File: src/rtl/psum_output_collector.sv
// ---------------------------------------------------------------------------
// psum_output_collector
//
// Realigns per-kernel partial sums coming out of the line convolution engine.
// Each kernel lane may become valid on a different cycle, so every lane owns
// a small circular FIFO. A complete multi-kernel word is presented
// (first-word-fall-through) only when every lane holds at least one entry.
// All lanes are popped together when downstream accepts the word.
//
// Ports:
//   clk            clock, all state updates on the rising edge
//   rst            synchronous active-high reset
//   i_psum         packed lane psums, lane k = [BIT_WIDTH*(k+1)-1 : BIT_WIDTH*k]
//   i_psum_val     per-lane valid qualifiers
//   o_data         aligned word (same lane packing), 0 when o_data_val=0
//   o_data_val     every lane FIFO is non-empty
//   i_data_ready   downstream accepts o_data this cycle
//   o_almost_full  some lane holds FIFO_DEPTH-2 or more entries
//   o_lane_count   per-lane occupancy, packed like i_psum
//   err_overflow   saturating count of lane writes dropped on a full FIFO
// ---------------------------------------------------------------------------
module psum_output_collector #(
   parameter int BIT_WIDTH  = 8,
   parameter int NUM_KERNEL = 4,
   parameter int FIFO_DEPTH = 8,
   parameter int REG_WIDTH  = 32
) (
   input  logic                                        clk,
   input  logic                                        rst,
   input  logic [BIT_WIDTH*NUM_KERNEL-1:0]             i_psum,
   input  logic [NUM_KERNEL-1:0]                       i_psum_val,
   output logic [BIT_WIDTH*NUM_KERNEL-1:0]             o_data,
   output logic                                        o_data_val,
   input  logic                                        i_data_ready,
   output logic                                        o_almost_full,
   output logic [NUM_KERNEL*$clog2(FIFO_DEPTH+1)-1:0]  o_lane_count,
   output logic [REG_WIDTH-1:0]                        err_overflow
);

   localparam int PW  = $clog2(FIFO_DEPTH);
   localparam int CW  = $clog2(FIFO_DEPTH + 1);
   localparam int DCW = $clog2(NUM_KERNEL + 1);

   localparam logic [CW-1:0] FULL_COUNT   = CW'(FIFO_DEPTH);
   localparam logic [CW-1:0] ALMOST_COUNT = CW'(FIFO_DEPTH - 2);

   logic [BIT_WIDTH-1:0] mem        [NUM_KERNEL][FIFO_DEPTH];
   logic [PW-1:0]        wptr       [NUM_KERNEL];
   logic [PW-1:0]        rptr       [NUM_KERNEL];
   logic [CW-1:0]        count      [NUM_KERNEL];
   logic [CW-1:0]        count_next [NUM_KERNEL];

   logic [NUM_KERNEL-1:0] lane_nonempty;
   logic [NUM_KERNEL-1:0] push_ok;
   logic [NUM_KERNEL-1:0] drop;
   logic [DCW-1:0]        drop_count;
   logic [REG_WIDTH:0]    err_sum;
   logic [REG_WIDTH-1:0]  err_next;
   logic                  pop;

   // A word exists only when every lane has something; pops are all-or-nothing
   // so they can only happen while that holds.
   always_comb begin
      lane_nonempty = '0;
      for (int k = 0; k < NUM_KERNEL; k++) begin
         lane_nonempty[k] = (count[k] != '0);
      end
   end

   assign o_data_val = &lane_nonempty;
   assign pop        = o_data_val & i_data_ready;

   // Per-lane push acceptance, overflow detection and occupancy update.
   // A full lane still accepts a push when the same cycle pops, because the
   // slot being written is the one being freed.
   always_comb begin
      push_ok       = '0;
      drop          = '0;
      drop_count    = '0;
      o_almost_full = 1'b0;
      o_data        = '0;
      o_lane_count  = '0;
      for (int k = 0; k < NUM_KERNEL; k++) begin
         count_next[k] = count[k];
         push_ok[k]    = i_psum_val[k] & ((count[k] != FULL_COUNT) | pop);
         drop[k]       = i_psum_val[k] & (count[k] == FULL_COUNT) & ~pop;
         drop_count    = drop_count + DCW'(drop[k]);
         case ({push_ok[k], pop})
            2'b10:   count_next[k] = count[k] + CW'(1);
            2'b01:   count_next[k] = count[k] - CW'(1);
            default: count_next[k] = count[k];
         endcase
         if (count[k] >= ALMOST_COUNT) begin
            o_almost_full = 1'b1;
         end
         if (o_data_val) begin
            o_data[k*BIT_WIDTH +: BIT_WIDTH] = mem[k][rptr[k]];
         end
         o_lane_count[k*CW +: CW] = count[k];
      end
   end

   // Saturating overflow counter: add the number of lanes dropped this cycle,
   // clamping to all-ones on carry out.
   always_comb begin
      err_sum  = {1'b0, err_overflow} + (REG_WIDTH+1)'(drop_count);
      err_next = err_sum[REG_WIDTH] ? '1 : err_sum[REG_WIDTH-1:0];
   end

   // Pointer, count and error counter state. Reset discards everything that
   // is buffered and ignores any push/pop presented alongside it.
   always_ff @(posedge clk) begin
      if (rst) begin
         for (int k = 0; k < NUM_KERNEL; k++) begin
            wptr[k]  <= '0;
            rptr[k]  <= '0;
            count[k] <= '0;
         end
         err_overflow <= '0;
      end else begin
         for (int k = 0; k < NUM_KERNEL; k++) begin
            if (push_ok[k]) begin
               wptr[k] <= wptr[k] + PW'(1);
            end
            if (pop) begin
               rptr[k] <= rptr[k] + PW'(1);
            end
            count[k] <= count_next[k];
         end
         err_overflow <= err_next;
      end
   end

   // Lane storage is deliberately not reset; stale contents are unreachable
   // once the counts are cleared.
   always_ff @(posedge clk) begin
      for (int k = 0; k < NUM_KERNEL; k++) begin
         if (!rst && push_ok[k]) begin
            mem[k][wptr[k]] <= i_psum[k*BIT_WIDTH +: BIT_WIDTH];
         end
      end
   end

endmodule

File: config.mk
export PLATFORM = sky130hd
export DESIGN_NAME = psum_output_collector
export DESIGN_NICKNAME = d
export VERILOG_FILES = /design/src/rtl/psum_output_collector.sv
export SDC_FILE = /design/constraint.sdc
export NUM_CORES = 1
export LEC_CHECK = 0
export CORE_MARGIN = 3
export CORE_UTILIZATION = 50
export DETAILED_ROUTE_END_ITERATION = 12
export PLACE_DENSITY = 0.71
export SYNTH_ARGS = -nofsm -noshare
export SYNTH_HDL_FRONTEND = slang
export SYNTH_SLANG_ARGS = --single-unit
export TNS_END_PERCENT = 20
File: constraint.sdc
create_clock -name clk -period 11.4 [get_ports clk]
set_clock_uncertainty 0.05 [all_clocks]
set_input_delay 2.28 -clock clk [delete_from_list [all_inputs] [get_ports clk]]
set_output_delay 2.28 -clock clk [all_outputs]
set_load 0.01 [all_outputs]
# After elaboration in Yosys (flattened, before gate mapping)
# Memories as Yosys holds them, arrays and structs flattened.
# Index checks and enable logic that the tools add are counted.
totals:
  ff_bits: 32
  ram_bits: 296
  out_inout_bits: 82
  wordCells: 180
  n_memories: 4
mem_list:
  columns: ["memory", "words", "word_bits", "read_ports", "rd_clocked_by_memory_dff", "write_ports", "line_no", "text"]
  rows:
  - ["mem", 4, 64, 4, 0, 4, "47", "logic [BIT_WIDTH-1:0] mem [NUM_KERNEL][FIFO_DEPTH];"]
  - ["count", 4, 4, 4, 0, 4, "50", "logic [CW-1:0] count [NUM_KERNEL];"]
  - ["rptr", 4, 3, 4, 0, 4, "49", "logic [PW-1:0] rptr [NUM_KERNEL];"]
  - ["wptr", 4, 3, 4, 0, 4, "48", "logic [PW-1:0] wptr [NUM_KERNEL];"]
classes:
  n_addsub: 20
  n_lt_le_gt_ge: 16
  eq_ne: 16
  n_mux: 71
  bitwise: 38
  n_reduce_logical: 14
ops:
  columns: ["cell", "n"]
  rows:
  - ["two-way mux 64 bit", 4]
  - ["two-way mux 8 bit", 16]
  - ["binary-select mux 8 bit (select 3 bit)", 4]
  - ["demux 8 bit (select 3 bit)", 4]
  - ["adder 32 x 3 -> 33 bit", 1]
  - ["greater-or-equal comparator 4 bit (second input constant)", 8]
  - ["two-way mux 32 bit", 1]
  - ["inverter 3 -> 4 bit", 8]
  - ["one-hot mux 4 bit (2 select lines)", 4]
  - ["two-way mux 1 bit", 26]
  - ["adder 3 x 1 -> 3 bit (second input constant)", 8]
  - ["two-way mux 3 bit", 8]
  - ["adder 4 x 1 -> 4 bit (second input constant)", 4]
  - ["equality test 4 bit (second input constant)", 4]
  - ["greater-or-equal comparator 4 x 3 -> 1 bit (second input constant)", 4]
  - ["less-than comparator 4 x 1 -> 1 bit (second input constant)", 4]
  - ["two-way mux 4 bit", 4]
  - ["inequality test 4 bit (second input constant)", 4]
  - ["OR 1 bit", 16]
  - ["nonzero test 4 bit", 4]
  - ["subtractor 4 x 1 -> 4 bit (second input constant)", 4]
  - ["AND 1 bit", 13]
  - ["equality test 2 x 1 -> 1 bit (second input constant)", 4]
  - ["equality test 2 bit (second input constant)", 4]
  - ["other kinds (7)", 14]

# Depth between registers and ports, before layout
logic_depth:
  ltp_word: 10
  ltp_mapped: 15

# Least setup slack after synthesis
# Ideal clock, no wire load.
synth_path:
  path_kind: "input to register"
  startpoint: "input i_data_ready"
  endpoint: "register err_overflow[2]"
  arrival_ns: 5.002
  required_time_ns: 11.218
  slack_ns: 6.215
  stages: 15
  path_buffers: 3
  path_cell_list: "o41ai_2 nor3_1 nor2_1 nand2_1 fa_1 inv_1 fa_1 fa_1 and4_1 buf_4 and3_1 or4b_1 buf_2 buf_2 a21oi_1"
synth_via:
  elab_chain_cells: 8
  word_cells_on_any_way: 11
  cone_classes: "add/sub (4); mux (1); bitwise (6)"
synth_rtl:
  columns: ["element", "line_no", "text"]
  rows:
  - ["start, declared", "34", "input logic i_data_ready,"]
  - ["AND 1 bit (*)", "71", "assign pop = o_data_val & i_data_ready;"]
  - ["inverter 1 bit (*)", "86", "drop[k] = i_psum_val[k] & (count[k] == FULL_COUNT) & ~pop;"]
  - ["AND 1 bit", "86", null]
  - ["adder 1 x 1 -> 2 bit", "87", "drop_count = drop_count + DCW'(drop[k]);"]
  - ["adder 2 x 1 -> 3 bit", "87", null]
  - ["adder 3 x 1 -> 3 bit (*)", "87", null]
  - ["adder 32 x 3 -> 33 bit (*)", "106", "err_sum = {1'b0, err_overflow} + (REG_WIDTH+1)'(drop_count);"]
  - ["two-way mux 32 bit (*)", "107", "err_next = err_sum[REG_WIDTH] ? '1 : err_sum[REG_WIDTH-1:0];"]
  - ["end signal, assigned", "130", "err_overflow <= err_next;"]
  - ["end, declared", "37", "output logic [REG_WIDTH-1:0] err_overflow"]
# Every way passes the cells marked *; elsewhere a longest branch is shown, timed or not.
# A chain may end at the register's enable or synchronous reset.

# Worst setup path in the final report
layout_path:
  startpoint: "input i_data_ready"
  endpoint: "register err_overflow[27]"
# Same word-level chain as after synthesis.

==> summary.md <==
| Metric | Value |
|---|---|
| Result of the run | `completed` |
| Design Area, Final | `0.01661 sq mm` |
| Most frequently used cell type in the post-synthesis netlist | `sky130_fd_sc_hd__edfxtp_1` |
| Number of antenna violations at the first check in global routing | `0` |
| Class of the worst hold path | `flop to flop` |
| IO Port Bufs | `120` |
| Number of hold violations in the final report | `0` |
| Core area | `0.02710 sq mm` |
| Hold depth | `2` |
| Register-to-Register Setup Slack | `6.70 ns` |
| Dominant combinational cell family by area after synthesis | `multiplexers` |
| Post-DRT Antenna Nets | `0` |
| Initial Utilization | `51.02%` |
| Worst-margin pin slew | `1.200 ns` |
| I/O pin count | `~120` |
| Number of diodes added for antenna fixing | `0` |
| Synthesized-area fraction occupied by adder cells | `2.914%` |
| Final global-route overflow total | `0` |
| Clock period minus final worst setup slack | `5.811 ns` |
| Max-slew headroom | `19.78%` |
| DR WL/cell | `19.46 microns` |
| Worst min-delay path startpoint | `count[2][3]` |
| Fraction of final layout cells sized beyond drive strength 1 | `15.48%` |
| Total iterations of the first detailed-routing run | `5` |
| Wire length of the first global-routing pass | `42570 microns` |
| Worst Reg2Reg Path Length in Cells | `12` |
| Post-CTS Resized | `0` |
| FF-to-FF Start | `count[2][1]` |
| Final RePlAce weighted congestion | `around 0.82` |
| Worst reg2reg endpoint | `err_overflow[27]` |
| Total Die Area | `0.02969 sq mm` |
| Final WL | `roughly 27000 microns` |
| Most repeated library cell on the critical path | `sky130_fd_sc_hd__fa_1` |
| CTS H-tree lvls | `2` |
| Slowest cell on crit path | `sky130_fd_sc_hd__or4b_1` |
| Area of the multi-input gates | `0.004253 sq mm` |
| Maximum VDD drop | `a little over 0.0001 V` |
| Count of unresolved DRC violations after routing | `0` |
| Total routing usage reported by global routing | `between 15 and 20%` |
| Num CTS Buffers | `35` |
| F_max | `172.1 MHz` |
| Xor and xnor area share after synthesis | `roughly 2.5%` |
| # Post-CTS Setup Buffers | `0` |
| CP max FO | `25` |
| CP Class | `input pin to flop` |
| Vias | `7654` |
| EDFF count, synth | `280` |
| Die extent in x | `172.3 microns` |
| Series of cell instances along the critical path | `clkdlybuf4s50_1 -> o41ai_2 -> nor3_1 -> nor2_1 -> nand2_1 -> fa_1 -> inv_1 -> fa_1 -> fa_1 -> and4_1 -> and3_1 -> or4b_1 -> and4_1 -> nor3_2` |
| Total number of yosys warnings | `0` |
| Fill cells | `2000` |
| Hold-fix buffers at CTS | `0` |
| Die span in y | `172.3 microns` |
| WP data arrival | `6.13 ns` |
| Post-DP Area | `0.01550 sq mm` |
| Slew Limit Fails | `0` |
| Num rows | `60` |
| Fraction of synthesized area in multiplexers | `around 13%` |
| TritonCTS clock tree | `built` |
| CTS sink count | `328` |
| Synth Net Count | `927` |
| Via count normalized by instance count | `5.522` |
| Element type at the critical path start | `input pin` |
| Number of nets in the finished design | `around 1100` |
| Pwr Density | `roughly 160 mW/mm^2` |
| Root buffer cell | `sky130_fd_sc_hd__clkbuf_16` |
| # Max-Cap Violations | `0` |
| Terminating pin of the worst hold path | `count[2][3]` |
| Share of the cycle needed by the critical path after routing | `about half` |
| Register area | `0.009369 sq mm` |
| Maximum buffer depth of the clock tree | `3` |
| Unrepaired setup endpoints after global routing | `false` |
| Simple logic cell fraction of the synthesized area | `under 10%` |
| Vias in the first global route | `approximately 7700` |
| Synthesized-area fraction occupied by ao, oa, aoi and oai cells | `3.049%` |
| Instance count of the mapped netlist | `860` |
| Synth Flop Type | `sky130_fd_sc_hd__edfxtp_1` |
| Sum of net half-perimeters after detailed placement | `17160 microns` |
| Aggregate negative setup slack | `0 ns` |
| Sum of buffers and inverters on the critical path | `2` |
| Share of synthesized area occupied by flip-flops and latches | `between 60 and 70%` |
| Family with the most delay on the worst path | `simple AND/OR/NAND/NOR gates` |
| Leakage power summed over all cells | `5.476 nW` |
| Iteration-0 DRC count of the detailed router | `517` |
| CTS clock-pin slew for the worst setup and hold paths | `0.06 ns` |
| Kind of end point of the critical path | `flop` |
| Delay contributed by the slowest stage of the critical path | `0.73 ns` |
| Largest net degree at the start of global routing | `62` |
| Async SR Flop Fraction | `0%` |
| Setup-failing EPs final | `0` |
| Cell type with the highest aggregate area in the netlist | `sky130_fd_sc_hd__edfxtp_1` |
| Portion of synthesized cell area occupied by the leading cell type | `60.81%` |
| Syn_area_per_cell | `16.08 sq um` |
| Layout-stage area growth over the synthesis result | `20.16%` |
| List of most frequent post-synthesis cells | `280 x sky130_fd_sc_hd__edfxtp_1, 87 x sky130_fd_sc_hd__nor2_1, 64 x sky130_fd_sc_hd__mux4_2` |
| Worst skew pair latency | `0.51 ns` |
| Number of library cell types mapped by synthesis | `52` |
| Flip-flop and latch count after synthesis | `328` |
| Synth top area cells | `sky130_fd_sc_hd__edfxtp_1 61%, sky130_fd_sc_hd__mux4_2 10%, sky130_fd_sc_hd__dfxtp_1 6.9%, sky130_fd_sc_hd__mux2i_1 2.5%, sky130_fd_sc_hd__nor2_1 2.4%` |
| Synth Cell Area | `0.01383 sq mm` |
| Critical path required time | `11.72 ns` |
metal layers:
metal	wire, microns	global-route usage [%]	part of all wire [%]
met1	12130	26.31	45
met2	12940	29.88	48
met3	1472	3.704	5.5
met4	434	4.512	1.6
met5	0	0	0
state kept, by name (all words and copies together), names as in the netlist:
| register | cells |
|---|---|
| mem | 256 |
| rptr | 12 |
| wptr | 12 |
| count | 16 |
| err_overflow | 32 |
report_power, final:
part	internal (W)	total (W)	leakage [nW]	switching (W)
Clock	0.000662	0.00109	0.537	0.000432
Combinational	0.0000656	0.000131	1.98	0.0000652
Sequential	0.00133	0.00136	2.96	0.0000295
Total	0.00205	0.00258	5.48	0.000526
cell families (layout without fill, tap and decap cells):
logic type	after synthesis	in the layout
DFF	328	328
muxes	98	98
AOI/OAI and AO/OA	71	71
xor gates and xnor gates	39	39
and+or+nand+nor	228	228
adders and majority gates	28	28
buffers and inverters	68	222
how the worst max path moves through the flow:
stage	from	to	depth (start not counted)
2_1_floorplan	i_data_ready	err_overflow[2]	15
3_3_place_gp	i_data_ready	err_overflow[27]	14
3_5_place_dp	i_data_ready	err_overflow[27]	14
4_1_cts	i_data_ready	err_overflow[27]	14
5_1_grt	i_data_ready	err_overflow[27]	14
6_report	i_data_ready	err_overflow[27]	14
cell type report:
cell class / instances / area share [%]
multi-input cells: 464 / 25.60
inverters: 23 / 0.5196
repair buffers: 138 / 8.013
flip-flops and latches: 328 / 56.39
well taps: 372 / 2.801
clock buffers: 48 / 5.821
clock inverters: 13 / 0.8585
through the flow:
| step | worst slack (ns) | instances | total power, W | util [%] | hold WS (ns) |
|---|---|---|---|---|---|
| after global placement | 5.128 | 1325 | 0.001510 | 57.21 | 0.4616 |
| final | 5.589 | 1386 | 0.002580 | 61.31 | 0.5015 |
| after floorplan | 6.215 | 860 | 0.001449 | - | 0.4626 |
| after detailed placement | 5.102 | 1325 | 0.001514 | 57.21 | 0.4657 |
| after global routing | 5.443 | 1386 | 0.002669 | 61.31 | 0.5209 |
| after CTS | 5.637 | 1386 | 0.002607 | 61.31 | 0.4980 |
tightest hold or removal path: stages (launching register included):
cell	delay (ns)
sky130_fd_sc_hd__dfxtp_1	0.35
sky130_fd_sc_hd__o21ai_0	0.09
sky130_fd_sc_hd__a21oi_1	0.06
cells in the final DEF (no fill, tap or decap), types with 4 or more instances in the layout:
cell type / n
sky130_fd_sc_hd__xnor2_1: 24
sky130_fd_sc_hd__or2_2: 6
sky130_fd_sc_hd__a21o_1: 5
sky130_fd_sc_hd__and4b_1: 6
sky130_fd_sc_hd__nor4b_2: 9
sky130_fd_sc_hd__inv_1: 23
sky130_fd_sc_hd__clkbuf_16: 37
sky130_fd_sc_hd__a21oi_1: 45
sky130_fd_sc_hd__mux4_2: 64
sky130_fd_sc_hd__nand2_1: 23
sky130_fd_sc_hd__a31oi_1: 4
sky130_fd_sc_hd__xor2_1: 15
sky130_fd_sc_hd__o21ai_0: 6
sky130_fd_sc_hd__nand4_1: 6
sky130_fd_sc_hd__nor4_1: 10
sky130_fd_sc_hd__and3_1: 9
sky130_fd_sc_hd__clkdlybuf4s50_1: 119
sky130_fd_sc_hd__or3_1: 4
sky130_fd_sc_hd__nand3_1: 11
sky130_fd_sc_hd__buf_4: 18
sky130_fd_sc_hd__clkinv_1: 5
sky130_fd_sc_hd__edfxtp_1: 280
sky130_fd_sc_hd__nor2_1: 87
sky130_fd_sc_hd__and2_1: 5
sky130_fd_sc_hd__ha_1: 21
sky130_fd_sc_hd__mux2i_1: 34
sky130_fd_sc_hd__nor3_2: 6
sky130_fd_sc_hd__clkbuf_1: 11
sky130_fd_sc_hd__nand2b_1: 6
sky130_fd_sc_hd__nor3_1: 20
sky130_fd_sc_hd__dfxtp_1: 48
sky130_fd_sc_hd__fa_1: 7
sky130_fd_sc_hd__and4_1: 8
Power figures use the tool's default switching activity.
